$ cat src/rtl/frame_pixel_packer.sv
// Packs a serial R,G,B byte stream into 24-bit pixels, buffers them in a small FIFO
// and plays them out against programmable display timing (DE/HSync/VSync).
module frame_pixel_packer #(
  parameter int FIFO_DEPTH = 4
) (
  input  logic        clk,
  input  logic        reset,
  input  logic        CSDisplay,
  input  logic [7:0]  FrameIn,
  input  logic        FrameValid,
  output logic        FrameReady,
  input  logic [9:0]  AIPOut,
  input  logic [9:0]  HBOut,
  input  logic [9:0]  AILOut,
  input  logic [9:0]  VBOut,
  output logic [23:0] PixOut,
  output logic        DE,
  output logic        HSync,
  output logic        VSync,
  output logic        Underrun,
  output logic        FrameDone
);

  localparam int AW = $clog2(FIFO_DEPTH);

  localparam logic [1:0] S_R = 2'd0;
  localparam logic [1:0] S_G = 2'd1;
  localparam logic [1:0] S_B = 2'd2;

  // ---------------- byte assembler ----------------
  logic [1:0]  state_reg;
  logic [7:0]  r_reg;
  logic [7:0]  g_reg;
  logic        ready_en_reg;

  // ---------------- pixel FIFO ----------------
  logic [23:0] mem [FIFO_DEPTH];
  logic [AW-1:0] wr_ptr_reg;
  logic [AW-1:0] rd_ptr_reg;
  logic [AW:0]   count_reg;
  logic          fifo_full;
  logic          fifo_empty;
  logic          byte_acc;
  logic          push;
  logic          pop;

  // ---------------- display timing ----------------
  logic [10:0] px_reg;
  logic [10:0] ln_reg;
  logic [9:0]  aip_sh_reg;
  logic [9:0]  hb_sh_reg;
  logic [9:0]  ail_sh_reg;
  logic [9:0]  vb_sh_reg;
  logic        frame_start;
  logic [9:0]  cfg_aip;
  logic [9:0]  cfg_hb;
  logic [9:0]  cfg_ail;
  logic [9:0]  cfg_vb;
  logic [10:0] h_sum;
  logic [10:0] v_sum;
  logic [10:0] h_total;
  logic [10:0] v_total;
  logic        h_last;
  logic        v_last;
  logic        active;

  logic [23:0] pix_reg;
  logic        de_reg;
  logic        hsync_reg;
  logic        vsync_reg;
  logic        underrun_reg;
  logic        frame_done_reg;

  assign fifo_full  = (count_reg == (AW + 1)'(FIFO_DEPTH));
  assign fifo_empty = (count_reg == '0);

  // Only the byte that would complete a pixel can be refused; R and G bytes just land in registers.
  assign FrameReady = ready_en_reg && !((state_reg == S_B) && fifo_full);
  assign byte_acc   = FrameValid && FrameReady;
  assign push       = byte_acc && (state_reg == S_B);

  always_ff @(posedge clk or posedge reset) begin
    if (reset) begin
      state_reg    <= S_R;
      r_reg        <= '0;
      g_reg        <= '0;
      ready_en_reg <= 1'b0;
    end else begin
      ready_en_reg <= 1'b1;
      if (byte_acc) begin
        case (state_reg)
          S_R:     begin r_reg <= FrameIn; state_reg <= S_G; end
          S_G:     begin g_reg <= FrameIn; state_reg <= S_B; end
          default: state_reg <= S_R;
        endcase
      end
    end
  end

  always_ff @(posedge clk) begin
    if (push) begin
      mem[wr_ptr_reg] <= {r_reg, g_reg, FrameIn};
    end
  end

  always_ff @(posedge clk or posedge reset) begin
    if (reset) begin
      wr_ptr_reg <= '0;
      rd_ptr_reg <= '0;
      count_reg  <= '0;
    end else begin
      if (push) wr_ptr_reg <= wr_ptr_reg + 1'b1;
      if (pop)  rd_ptr_reg <= rd_ptr_reg + 1'b1;
      case ({push, pop})
        2'b10:   count_reg <= count_reg + 1'b1;
        2'b01:   count_reg <= count_reg - 1'b1;
        default: count_reg <= count_reg;
      endcase
    end
  end

  // At the frame origin the live inputs apply directly, so a new geometry takes
  // effect on pixel (0,0) itself rather than one cycle late.
  assign frame_start = (px_reg == '0) && (ln_reg == '0);
  assign cfg_aip = frame_start ? AIPOut : aip_sh_reg;
  assign cfg_hb  = frame_start ? HBOut  : hb_sh_reg;
  assign cfg_ail = frame_start ? AILOut : ail_sh_reg;
  assign cfg_vb  = frame_start ? VBOut  : vb_sh_reg;

  assign h_sum   = {1'b0, cfg_aip} + {1'b0, cfg_hb};
  assign v_sum   = {1'b0, cfg_ail} + {1'b0, cfg_vb};
  assign h_total = (h_sum == '0) ? 11'd1 : h_sum;
  assign v_total = (v_sum == '0) ? 11'd1 : v_sum;
  assign h_last  = (px_reg == h_total - 11'd1);
  assign v_last  = (ln_reg == v_total - 11'd1);

  assign active = CSDisplay && (px_reg < {1'b0, cfg_aip}) && (ln_reg < {1'b0, cfg_ail});
  assign pop    = active && !fifo_empty;

  always_ff @(posedge clk or posedge reset) begin
    if (reset) begin
      px_reg     <= '0;
      ln_reg     <= '0;
      aip_sh_reg <= '0;
      hb_sh_reg  <= '0;
      ail_sh_reg <= '0;
      vb_sh_reg  <= '0;
    end else begin
      if (frame_start) begin
        aip_sh_reg <= AIPOut;
        hb_sh_reg  <= HBOut;
        ail_sh_reg <= AILOut;
        vb_sh_reg  <= VBOut;
      end
      if (!CSDisplay) begin
        px_reg <= '0;
        ln_reg <= '0;
      end else if (h_last) begin
        px_reg <= '0;
        ln_reg <= v_last ? 11'd0 : ln_reg + 11'd1;
      end else begin
        px_reg <= px_reg + 11'd1;
      end
    end
  end

  // Outputs describe the counter position of the previous cycle.
  always_ff @(posedge clk or posedge reset) begin
    if (reset) begin
      pix_reg        <= '0;
      de_reg         <= 1'b0;
      hsync_reg      <= 1'b0;
      vsync_reg      <= 1'b0;
      underrun_reg   <= 1'b0;
      frame_done_reg <= 1'b0;
    end else if (!CSDisplay) begin
      pix_reg        <= '0;
      de_reg         <= 1'b0;
      hsync_reg      <= 1'b0;
      vsync_reg      <= 1'b0;
      underrun_reg   <= 1'b0;
      frame_done_reg <= 1'b0;
    end else begin
      pix_reg        <= pop ? mem[rd_ptr_reg] : 24'd0;
      de_reg         <= active;
      hsync_reg      <= (px_reg >= {1'b0, cfg_aip});
      vsync_reg      <= (ln_reg >= {1'b0, cfg_ail});
      frame_done_reg <= h_last && v_last;
      if (active && fifo_empty) underrun_reg <= 1'b1;
    end
  end

  assign PixOut    = pix_reg;
  assign DE        = de_reg;
  assign HSync     = hsync_reg;
  assign VSync     = vsync_reg;
  assign Underrun  = underrun_reg;
  assign FrameDone = frame_done_reg;

endmodule
$ cat config.mk
export PLATFORM = sky130hd
export DESIGN_NAME = frame_pixel_packer
export DESIGN_NICKNAME = d
export VERILOG_FILES = /design/src/rtl/frame_pixel_packer.sv
export SDC_FILE = /design/constraint.sdc
export NUM_CORES = 1
export LEC_CHECK = 0
export BUFFER_PORTS_ARGS = -buffer_cell sky130_fd_sc_hd__buf_2
export CAP_MARGIN = 20
export CORE_ASPECT_RATIO = 1.1
export CORE_MARGIN = 1.5
export CORE_UTILIZATION = 31
export DETAILED_ROUTE_END_ITERATION = 6
export GPL_TIMING_DRIVEN = 0
export HOLD_SLACK_MARGIN = 0.06
export SLEW_MARGIN = 20
export SYNTH_ARGS = -nofsm -noshare
export SYNTH_HDL_FRONTEND = slang
export SYNTH_SLANG_ARGS = --single-unit
$ cat constraint.sdc
create_clock -name clk -period 7.5 [get_ports clk]
set_input_delay 1.5 -clock clk [delete_from_list [all_inputs] [get_ports clk]]
set_output_delay 1.5 -clock clk [all_outputs]
set_load 0.05 [all_outputs]
== Yosys cells after proc, flatten, opt, wreduce, memory -nomap -nowiden ==
Memory sizes are Yosys's and may differ from the RTL's.
Index checks and enable logic that the tools add are counted.
Storage, ports and cells
  bits in registers: 117
  memory bits (writable): 96
  bits of input ports: 52
  output and inout port bits: 30
  memories kept: 1
Memory list
  mem: depth 4, bits a word 24, read ports 1, clocked after memory_dff 0, write ports 1, line 37  | logic [23:0] mem [FIFO_DEPTH];
Operators by class
  $add $sub $neg: 10
  order comparisons: 4
  equal/unequal tests: 9
  muxes and demuxes: 23
  reduce and logical (&&, ||, !) cells: 21
Operators by type and width (count)
  $mux 11: 7
  $mux 24: 2
  $logic_not 11->1: 4
  $mux 10: 4
  $add 10x10->11: 2
  $add 11x1->11 const B: 2
  $eq 11x11->1: 2
  $ge 11x10->1: 2
  $lt 11x10->1: 2
  $sub 11x1->11 const B: 2
  $logic_and 1x1->1: 10
  $mux 1: 8
  $pmux 3 s2: 1
  $add 2x1->2 const B: 2
  $eq 2x1->1 const B: 2
  $eq 2x2->1 const B: 2
  $ne 2x1->1 const B: 2
  $pmux 2 s2: 1
  $reduce_and 2->1: 2
  $add 3x1->3 const B: 1
  $eq 3x3->1 const B: 1
  $logic_not 3->1: 1
  $sub 3x1->3 const B: 1
  $logic_not 1->1: 2
  other kinds (2): 2

== Depth between registers and ports, before layout ==
  word-level depth: 11
  depth in mapped cells: 32
  gate-level depth less buffers: 27

== Least setup slack after synthesis ==
No wires, ideal clock.
  path type: reg-to-reg
  from: register px_reg[0]
  to: register ln_reg[8]
  library setup time: 0.126 ns
  data arrival time: 6.621 ns
  required time: 7.374 ns
  slack: 0.753 ns
  cell stages (with the launch flop): 32
  period minus slack after synthesis: 6.747 ns
  cells stage by stage: dfrtp_1 -> clkbuf_1 -> inv_1 -> ha_1 -> nor4b_2 -> and3_1 -> buf_2 -> nand2_2 -> buf_1 -> clkbuf_1 -> mux2i_1 -> inv_1 -> ha_1 -> a21oi_1 -> o21ai_0 -> a221o_1 -> o31a_1 -> o311ai_2 -> nand4b_1 -> nor2_1 -> nor2_1 -> ha_1 -> o21ai_0 -> a21oi_1 -> or2_2 -> a211o_1 -> nand3_1 -> o311ai_1 -> or4b_4 -> and2_0 -> clkbuf_1 -> a221o_1
Between the ends
  elaborated cells between the ends (all ways): 20
  classes of those cells: add/sub: 4; eq/ne: 3; mux: 9; reduce/logical: 4
RTL lines
  from (decl): line 48  | logic [10:0] px_reg;
  from (signal assigned): line 162  | px_reg <= px_reg + 11'd1;
  $logic_not 11->1 (*): line 124  | assign frame_start = (px_reg == '0) && (ln_reg == '0);
  $logic_and 1x1->1 (*): line 124
  $mux 10 (*)
  net cfg_aip[6]: line 55  | logic [9:0] cfg_aip;
  $add 10x10->11 (*): line 130  | assign h_sum = {1'b0, cfg_aip} + {1'b0, cfg_hb};
  $logic_not 11->1: line 132  | assign h_total = (h_sum == '0) ? 11'd1 : h_sum;
  $mux 11 (*): line 132
  $sub 11x1->11 (*): line 134  | assign h_last = (px_reg == h_total - 11'd1);
  $eq 11x11->1 (*): line 134
  $ne 2x1->1 (no source line) (*)
  to (signal assigned): line 160  | ln_reg <= v_last ? 11'd0 : ln_reg + 11'd1;
  to (decl): line 49  | logic [10:0] ln_reg;
Mark *: on every way through the listed nets, which the timed path passes. The rest lies on a longest branch. The select of a mux whose other input is x is not followed.
A chain may end at the register's enable or synchronous reset.

== Final worst setup path ==
  from: register ln_reg[0]
  to: register ln_reg[9]
Between the ends
  elaborated cells between the ends (all ways): 21
  classes of those cells: add/sub: 5; eq/ne: 3; mux: 9; reduce/logical: 4
RTL lines (line)
  $logic_not 11->1 (*): 124
  $logic_and 1x1->1 (*): 124
  $mux 10 (*)
  net cfg_aip[3]: 55
  $add 10x10->11 (*): 130
  $logic_not 11->1: 132
  $mux 11 (*): 132
  $sub 11x1->11 (*): 134
  $eq 11x11->1 (*): 134
  $ne 2x1->1 (no source line) (*)
Marks and branches as above.

==> impl_metrics.yaml <==
clock_network:
  numCtsBuffers: 23
  cts_sinks: 213
  cts_tree: "yes"
  h-tree-depth: 1
  clkTransAtPathRegs_ps: 60
  holdBufCountCts: 0
  clk_latency_ps: 530
  cts_max_path_buffers: 3
  cts-root-buf: "clkbuf_16"
floorplan:
  die_h_um: 202
  pin_count: 82
  die_x_um: 184
  start_util_pct: 31.6
  num_rows: 72
  coreArea_um2: 35400
  dieArea_um2: 37200
status:
  status: "finished clean"
sta:
  fin_crit_sh_pct: 94.7
  period_needed_ps: 7100
  finClkSkew_ps: 16.9
  setup_viol: 0
  drv_slew: 0
  max_freq_mhz: 141
  hold_viol_final: 0
  tightest_slew_ps: 950
  max-slew-margin-rel_pct: 36.7
critical_path:
  critPathMaxFanout: 10
  timing.rr.end: "ln_reg[9]"
  rrSetupSlack_ps: 400
  critical_path.max_stage_delay_ps: 570
  cp.arrival_ps: 7520
  critPathSlowestCell: "or4b_4"
  endpoint_kind: "flop"
  r2r-start: "ln_reg[0]"
  required_ps: 7910
  worst_path_most_repeated_cell: "ha_1"
  reg2reg_depth: 30
  start_kind: "flop"
  critPathKind: "reg2reg"
yosys:
  yosys.cell_types.count: 94
  synth_edf_count: 96
  synth_top_area_cell: "dfrtp_1"
  synth_flop_cell: "dfrtp_1"
  synthTopCellsByCount: "121 x nand2_1, 117 x dfrtp_1, 96 x edfxtp_1, 47 x ha_1, 47 x inv_1"
  syn_area_per_cell_um2: 11.7
  ys.warnings.count: 0
  ys_seq_area_share_pct: 51.9
  synth_area_leaders: "dfrtp_1 26%, edfxtp_1 26%, ha_1 5.3%"
  synth_fp_nets: 1053
  synth-seq-cells: 213
  postSynthCellCount: 953
  synth_area_um2: 11200
  synth_top_area_share_pct: 26.2
  synth.most_common_cell: "nand2_1"
  async_flop_share_pct: 54.9
routing:
  post-route-drc-count: 0
  ant_nets: 0
  firstDrtPassIters: 5
  drt_iter0_markers: 626
  routedWlPerCell_um: 16.5
  totalWireLength_um: 25800
  via_per_inst: 4.90
  route.vias.total: 7679
global_routing:
  grtUsageMet2_pct: 23.9
  grt_pass1_wl_um: 41000
  antenna_found_initial: 2
  grt_pass1_vias: 7583
  grtUsageMet3_pct: 2.45
  busiest_layer: "met2"
  use_met1_pct: 18.4
  grt_max_degree: 67
  overflow: 0
  grt_use_total_pct: 13.9
cells_and_area:
  area_growth_pct: 17.2
  largest_register_ffs: 96
  regMostFlops: "mem"
  insertedDiodeCount: 0
  nets: 1169
  finalNonFillerCells: 1566
  drive_gt1_share_pct: 21.5
placement:
  io_buffers: 80
  globalplace.congestion: 0.832
  dp_cells: 1516
  dpl.hpwl_um: 18200
min_path:
  worstHoldEndpoint: "hb_sh_reg[9]"
  hold_depth: 2
  hp-class: "reg2reg"
  hp-start: "hb_sh_reg[9]"
flow_run:
  drv_cap: 0
-- cells by family after synthesis --
group,after synthesis,synth area share (%)
other cells,1,0.0335
xor+xnor,59,4.81
simple gates,325,15.5
flops,213,51.9
buf+inv,86,3.09
compound gates,152,10.1
fa+ha+maj,52,5.79
mux,65,8.70
-- critical path, delay by kind of cell, from the launching register on --
kind,cells,cell delay [ps]
AOI/OAI and AO/OA,8,1860
DFF,1,480
muxes,1,330
and+or+nand+nor,11,2100
buffers and inverters,6,1070
adders and majority gates,3,820
xor gates and xnor gates,1,300
-- per-layer routing --
layer,vias up,wire length [um]
li1,3717,-
met1,3745,11800
met5,-,21
met3,38,1230
met4,4,471
met2,175,12200
-- what timing repair did --
action / in CTS / in global routing
setup endpoints to repair: 23 / 23
setup buffers: 1 / 9
gates cloned: 0 / 0
pin swaps: 0 / 6
gates resized for setup: 11 / 18
endpoints found under the hold margin: 0 / 0
-- per-stage QoR --
stage | area, um^2 | setup slack (ps) | utilization, % | setup TNS, ps | hold WS (ps)
after global routing | 13100 | -44.5 | 37.0 | -159 | 485
final | 13100 | 398 | 37.0 | 0 | 471
after global placement | 12200 | -699 | 34.4 | -12870 | 454
after CTS | 13000 | 7.30 | 36.6 | 0 | 474
after floorplan | 11200 | 753 | - | 0 | 438
after detailed placement | 12200 | -707 | 34.6 | -14550 | 459
-- cell usage in the layout, fill, tap and decap left out, types with 7 or more instances in the layout --
master / synthesis / routed
nand2_1: 121 / 120
dfrtp_1: 117 / 115
edfxtp_1: 96 / 96
buf_2: 6 / 86
ha_1: 47 / 47
inv_1: 47 / 46
nor2_1: 43 / 43
clkbuf_1: 28 / 35
a21oi_1: 34 / 33
xnor2_1: 30 / 28
nor2b_1: 28 / 28
xor2_1: 27 / 27
nand3_1: 25 / 25
mux4_2: 24 / 24
clkbuf_16: 0 / 23
o21ai_0: 21 / 21
mux2_2: 18 / 18
nor3_1: 19 / 18
mux2i_1: 23 / 17
buf_4: 2 / 14
nand4_1: 10 / 10
a21o_1: 10 / 10
nand2b_1: 8 / 8
a31oi_1: 8 / 8
or3_1: 7 / 7
a221o_1: 7 / 7
-- final cells by class --
class | count | area, um^2
Buffer | 38 | 175
Multi-Input combinational cell | 654 | 5140
Inverter | 47 | 181
Tap cell | 481 | 602
Timing Repair Buffer | 92 | 510
Clock inverter | 5 | 45.0
Sequential cell | 213 | 5810
Clock buffer | 36 | 644
Fill cell | 3475 | 22300
-- how the worst max path moves through the flow --
stage | start | end | slack, ps | cells after the start
detailed placement | px_reg[0] | ln_reg[9] | -710 | 30
global placement | px_reg[0] | ln_reg[9] | -700 | 30
finish | ln_reg[0] | ln_reg[9] | 400 | 30
CTS | px_reg[0] | ln_reg[9] | 7 | 31
floorplan | px_reg[0] | ln_reg[8] | 750 | 31
global route | px_reg[1] | ln_reg[10] | -40 | 30
Power is left out: the tool's default activity adds up to more than one toggle a clock period on the data nets, which glitch-free logic cannot reach.
